**src/rtl/fetch_pkg.sv**
```systemverilog
// ============================================================================
// Module   : fetch_pkg
// Summary  : Shared types and constants for the instruction-fetch stage.
// Revision : 1.0
// ============================================================================
`default_nettype none

package fetch_pkg;

  typedef enum logic [2:0] {
    S_IDLE  = 3'd0,
    S_WAIT  = 3'd1,
    S_HOLD  = 3'd2,
    S_DRAIN = 3'd3,
    S_ERR   = 3'd4
  } fetch_state_t;

  // addi x0, x0, 0 -- what decode sees after a redirect
  localparam logic [31:0] NOP = 32'h0000_0013;

  localparam int TIMEOUT_DEFAULT = 15;

endpackage

`default_nettype wire

```
**src/rtl/fetch_timer.sv**
```systemverilog
// ============================================================================
// Module   : fetch_timer
// Summary  : 8-bit saturating cycle counter with clear/enable and expiry flag.
// Revision : 1.0
// ============================================================================
`default_nettype none

module fetch_timer #(
  parameter int LIMIT = 15
) (
  input  logic clk,
  input  logic reset,
  input  logic clear,
  input  logic enable,
  output logic expired
);

  localparam logic [7:0] C_LIMIT = 8'(LIMIT);

  logic [7:0] r_cnt;

  assign expired = (r_cnt == C_LIMIT);

  // Clear wins over enable so WAIT->DRAIN restarts the count cleanly.
  always_ff @(posedge clk) begin
    if (reset || clear) begin
      r_cnt <= 8'd0;
    end else if (enable && !expired) begin
      r_cnt <= r_cnt + 8'd1;
    end
  end

endmodule

`default_nettype wire

```
**src/rtl/fetch_unit.sv**
```systemverilog
// ============================================================================
// Module   : fetch_unit
// Summary  : Instruction fetch: PC -> req/ack imem read -> valid/ready decode.
// Revision : 1.0
// ============================================================================
`default_nettype none

module fetch_unit
  import fetch_pkg::*;
#(
  parameter int ADDR_W  = 8,
  parameter int INSTR_W = 32,
  parameter int TIMEOUT = TIMEOUT_DEFAULT
) (
  input  logic               clk,
  input  logic               reset,
  input  logic [ADDR_W-1:0]  pc_i,
  input  logic               pc_valid_i,
  input  logic               flush_i,
  output logic               imem_req_o,
  output logic [ADDR_W-1:0]  imem_addr_o,
  input  logic               imem_ack_i,
  input  logic [INSTR_W-1:0] imem_rdata_i,
  output logic [INSTR_W-1:0] instr_o,
  output logic [ADDR_W-1:0]  instr_pc_o,
  output logic               instr_valid_o,
  input  logic               instr_ready_i,
  output logic               stall_o,
  output logic               misalign_o,
  output logic               timeout_o
);

  fetch_state_t r_state, w_state_d;

  logic               r_req,      w_req_d;
  logic [ADDR_W-1:0]  r_addr,     w_addr_d;
  logic [INSTR_W-1:0] r_instr,    w_instr_d;
  logic [ADDR_W-1:0]  r_instr_pc, w_instr_pc_d;
  logic               r_valid,    w_valid_d;
  logic               r_misalign, w_misalign_d;
  logic               r_timeout,  w_timeout_d;

  logic w_launch;
  logic w_tmr_clr;
  logic w_tmr_en;
  logic w_expired;

  fetch_timer #(
    .LIMIT (TIMEOUT)
  ) u_timer (
    .clk     (clk),
    .reset   (reset),
    .clear   (w_tmr_clr),
    .enable  (w_tmr_en),
    .expired (w_expired)
  );

  always_ff @(posedge clk) begin
    if (reset) begin
      r_state <= S_IDLE;
    end else begin
      r_state <= w_state_d;
    end
  end

  always_comb begin
    w_state_d    = r_state;
    w_req_d      = r_req;
    w_addr_d     = r_addr;
    w_instr_d    = r_instr;
    w_instr_pc_d = r_instr_pc;
    w_valid_d    = r_valid;
    w_misalign_d = r_misalign;
    w_timeout_d  = r_timeout;
    w_launch     = 1'b0;
    w_tmr_clr    = 1'b0;
    w_tmr_en     = 1'b0;

    if (flush_i) begin
      w_req_d      = 1'b0;
      w_valid_d    = 1'b0;
      w_misalign_d = 1'b0;
      w_timeout_d  = 1'b0;
      w_instr_d    = INSTR_W'(NOP);
      // An outstanding request must still see its ack before memory is reused.
      if (r_state == S_WAIT && !imem_ack_i) begin
        w_state_d = S_DRAIN;
        w_tmr_clr = 1'b1;
      end else begin
        w_state_d = S_IDLE;
      end
    end else begin
      case (r_state)
        S_IDLE: begin
          w_launch = pc_valid_i;
        end
        S_WAIT: begin
          w_tmr_en = 1'b1;
          if (imem_ack_i) begin
            w_instr_d = imem_rdata_i;
            w_req_d   = 1'b0;
            w_valid_d = 1'b1;
            w_state_d = S_HOLD;
          end else if (w_expired) begin
            w_req_d     = 1'b0;
            w_timeout_d = 1'b1;
            w_state_d   = S_ERR;
          end
        end
        S_HOLD: begin
          if (instr_ready_i) begin
            w_valid_d = 1'b0;
            w_state_d = S_IDLE;
            w_launch  = pc_valid_i;
          end
        end
        S_DRAIN: begin
          w_tmr_en = 1'b1;
          if (imem_ack_i || w_expired) begin
            w_state_d = S_IDLE;
          end
        end
        S_ERR: begin
          w_state_d = S_ERR;
        end
        default: begin
          w_state_d = S_IDLE;
        end
      endcase

      if (w_launch) begin
        w_addr_d     = pc_i;
        w_instr_pc_d = pc_i;
        if (pc_i[1:0] != 2'b00) begin
          w_misalign_d = 1'b1;
          w_state_d    = S_ERR;
        end else begin
          w_req_d   = 1'b1;
          w_tmr_clr = 1'b1;
          w_state_d = S_WAIT;
        end
      end
    end
  end

  always_ff @(posedge clk) begin
    if (reset) begin
      r_req      <= 1'b0;
      r_addr     <= '0;
      r_instr    <= '0;
      r_instr_pc <= '0;
      r_valid    <= 1'b0;
      r_misalign <= 1'b0;
      r_timeout  <= 1'b0;
    end else begin
      r_req      <= w_req_d;
      r_addr     <= w_addr_d;
      r_instr    <= w_instr_d;
      r_instr_pc <= w_instr_pc_d;
      r_valid    <= w_valid_d;
      r_misalign <= w_misalign_d;
      r_timeout  <= w_timeout_d;
    end
  end

  assign imem_req_o    = r_req;
  assign imem_addr_o   = r_addr;
  assign instr_o       = r_instr;
  assign instr_pc_o    = r_instr_pc;
  assign instr_valid_o = r_valid;
  assign misalign_o    = r_misalign;
  assign timeout_o     = r_timeout;

  // Releasing the PC in the accept cycle is what enables back-to-back fetch.
  assign stall_o = (r_state != S_IDLE) && !(r_state == S_HOLD && instr_ready_i);

endmodule

`default_nettype wire
```
**config.mk**
```make
export PLATFORM = sky130hd
export DESIGN_NAME = fetch_unit
export DESIGN_NICKNAME = d
export VERILOG_FILES = /design/src/rtl/fetch_pkg.sv /design/src/rtl/fetch_timer.sv /design/src/rtl/fetch_unit.sv
export SDC_FILE = /design/constraint.sdc
export NUM_CORES = 1
export LEC_CHECK = 0
export BUFFER_PORTS_ARGS = -buffer_cell sky130_fd_sc_hd__buf_2
export CAP_MARGIN = 20
export CORE_ASPECT_RATIO = 1.4
export CORE_MARGIN = 2
export CORE_UTILIZATION = 42
export DETAILED_ROUTE_END_ITERATION = 8
export GPL_TIMING_DRIVEN = 0
export HOLD_SLACK_MARGIN = 0.1
export PLACE_DENSITY = 0.75
export SYNTH_ARGS = -nofsm -noshare
export SYNTH_HDL_FRONTEND = slang
export SYNTH_SLANG_ARGS = --single-unit
export TNS_END_PERCENT = 20
```
**constraint.sdc**
```tcl
create_clock -name clk -period 1.4 [get_ports clk]
set_input_delay 0.42 -clock clk [delete_from_list [all_inputs] [get_ports clk]]
set_output_delay 0.42 -clock clk [all_outputs]
set_load 0.05 [all_outputs]
```
==> results.cfg <==
[cells_and_area]
fillCellCount = 465
area_growth_pct = 40.7
register_area_sq_um = 1120
multi_input_area_sq_um = 1120
nets = 429
final_layout_size_suffix_gt1_share_pct = 43.1
fin_area_sq_um = 3230
n_antenna_cell = 0
final_cells = 449

[flow_run]
drv_cap = 0

[worst_setup_path]
rrSetupSlack_ns = -0.03
r2r-end = u_timer.r_cnt[5]
cp-endpoint = stall_o
cp_data_arrival_time_ns = 1.04
startpoint = r_state[0]
start_kind = flip-flop
rr_startpoint = r_state[0]
end_kind = primary output
crit_path_max_fanout = 7
crit_type = flip-flop to primary output
r2r_cells = 5
critPathRequiredTime_ns = 0.98

[power]
p_sw_share_pct = 27.0
p_seq_share_pct = 49.2
power.density_nw_per_um2 = 1020
clkPwrFrac_pct = 33.4
internal_power_mw = 2.41
leakagePower_nw = 1.46
p_comb_share_pct = 17.4
switching_power_uw = 892
finalPower_mw = 3.31
vdd_drop_max_mv = 0.716

[drt]
drt-total-wl_um = 5680
vias = 2210
ant_nets = 0
firstDrtPassIters = 4
drtIter0Drc = 76
drc_errors = 0
drt-wirelength-per-cell_um = 12.7
viasPerCell = 4.92

[placement]
numPortBuffers = 97
numPlacedInstances = 431
postPlaceCellArea_sq_um = 2880
gp_congestion = 0.802
hpwl_um = 3980

[floorplan]
initial_core_util_pct = 43.9
die_h_um = 91.5
dieArea_sq_um = 6090
die_w_um = 66.5
rows = 31
core-area_sq_um = 5240
ios = 99

[yosys]
synth_top_area_share_pct = 47.9
netlist_instances = 268
synth.most_common_cell = nand2_1
synth-edff-count = 0
ys_seq_elements = 55
synthTopCellsByArea = dfxtp_1 48%, nand2_1 11%, a21oi_1 8.1%, mux2i_1 4.4%, nor2_1 3.6%
netlist_area_sq_um = 2300
synth-async-reset-ratio_pct = 0
ys_seq_area_share_pct = 47.9
synth-main-ff-cell = dfxtp_1
yosysUniqueCellTypes = 42
synthTopCellsByCount = 66 x nand2_1, 55 x dfxtp_1, 37 x a21oi_1, 22 x nor2_1
yosys_warnings = 0
yosys.area.top_type = dfxtp_1
syn_area_per_cell_sq_um = 8.57
syn_nets = 315

[sta]
fin_crit_sh_pct = 104
period_needed_ns = 1.46
slew_viol_final = 0
skew_ns = 0.00780
hold_violations = 0
max_freq_mhz = 685
setup_viol = 8
slew_headroom_pct = 67.8
rsz0062_at_grt = yes
tns_ns = -0.201
worst_slack_ns = -0.0595
tightest_slew_ns = 0.483

[run_status]
violations = negative setup slack
status = finished with violations

[clock_tree]
cts_made_buffers = 5
cts.hold.buffers_added = 0
clock_latency_ns = 0.31
cts.sinks = 55
clock-root-buffer = clkbuf_8
clk_pin_slew_worst_paths_ns = 0.10
cts_tree = done
htreeDepth = 2
cts_max_path_buffers = 2

[grt]
gr-total-overflow = 0
grt_max_degree = 18
grt_usage_pct = 18.5
antenna_found_initial = 0
grt_pass1_wl_um = 8760
grt_pass1_vias = 2003

[hold_path]
hp-class = input port to flip-flop
==> how the worst min path moves through the flow <==
stage / from / to / slack [ns] / cells past startpoint
floorplan: reset / r_state[1] / 0.49 / 1
global placement: misalign_o / misalign_o / 0.43 / 2
detailed placement: misalign_o / misalign_o / 0.44 / 2
CTS: imem_rdata_i[18] / instr_o[18] / 0.33 / 3
global route: imem_rdata_i[31] / instr_o[31] / 0.33 / 3
finish: imem_rdata_i[18] / instr_o[18] / 0.34 / 3
==> final cells by class <==
cell class,instances,area share (%)
sequential,55,34.5
multi-input combinational,186,34.5
timing repair buffer,110,19.7
buffer,22,4.68
clock buffer,6,2.55
tap,66,2.55
clock inverter,2,1.20
inverter,2,0.232
==> metrics by stage <==
stage / utilization [%] / setup WS (ns) / hold WS (ns)
after floorplan: - / -0.00622 / 0.488
after global placement: 55.0 / -0.271 / 0.431
after detailed placement: 55.0 / -0.326 / 0.443
after CTS: 59.7 / -0.0588 / 0.329
after global routing: 61.7 / -0.111 / 0.330
final: 61.7 / -0.0595 / 0.337
==> critical path, cell delays in order, from the launching register on <==
cell	delay (ns)
dfxtp_4	0.38
nor2_4	0.14
nand2_2	0.07
buf_8	0.14
==> cell families (layout without fill, tap and decap cells) <==
family	count (synthesis)	count (layout)	share of synthesized area, %
muxes	10	10	4.36
DFF	55	55	47.9
buffers and inverters	27	142	6.59
adders and majority gates	1	1	0.545
AOI/OAI and AO/OA	50	50	13.3
and+or+nand+nor	118	118	24.6
xor gates and xnor gates	7	7	2.67
==> flip-flops by register name, indices dropped and copies added (netlist names) <==
signal / flops
imem_req_o: 1
instr_o: 32
instr_pc_o: 8
instr_valid_o: 1
misalign_o: 1
r_state: 3
timeout_o: 1
u_timer.r_cnt: 8
==> cells in the final DEF (no fill, tap or decap), drive strengths merged, types with 2 or more instances in the layout <==
| master | synthesis | layout |
|---|---|---|
| dfxtp | 55 | 55 |
| nand3b | 2 | 2 |
| and2 | 2 | 2 |
| a31oi | 4 | 4 |
| inv | 2 | 3 |
| nand2b | 2 | 2 |
| nor2 | 24 | 24 |
| xnor2 | 4 | 4 |
| nor3b | 2 | 2 |
| and3 | 3 | 3 |
| nand2 | 66 | 66 |
| and3b | 2 | 2 |
| a21oi | 38 | 38 |
| nand4 | 3 | 3 |
| clkbuf | 10 | 13 |
| xor2 | 3 | 3 |
| mux2i | 10 | 10 |
| nand3 | 4 | 4 |
| a311oi | 2 | 2 |
| buf | 15 | 125 |
==> routing by layer <==
| metal | up-vias | track usage [%] | part of all wire, % |
|---|---|---|---|
| met1 | 1021 | 20.0 | 40 |
| met4 | 0 | 8.84 | 1.6 |
| met3 | 6 | 3.22 | 4.8 |
| met5 | - | 0 | 0 |
| li1 | 1116 | - | - |
| met2 | 67 | 33.5 | 54 |
==> power groups by stage <==
| stage | Sequential [mW] | Clock, mW | Combinational [mW] |
|---|---|---|---|
| after global placement | 1.65 | 0 | 0.495 |
| after global routing | 1.63 | 1.20 | 0.615 |
| after detailed placement | 1.66 | 0 | 0.500 |
| after CTS | 1.63 | 1.14 | 0.538 |
| final | 1.63 | 1.10 | 0.575 |
| after floorplan | 1.76 | 0 | 0.245 |
==> timing repair <==
| action | CTS | global route |
|---|---|---|
| gates resized for setup | 34 | 21 |
| pin swaps | 6 | 7 |
| setup buffers | 7 | 6 |
| endpoints found under the setup margin | 59 | 55 |
Power figures use the tool's default switching activity.
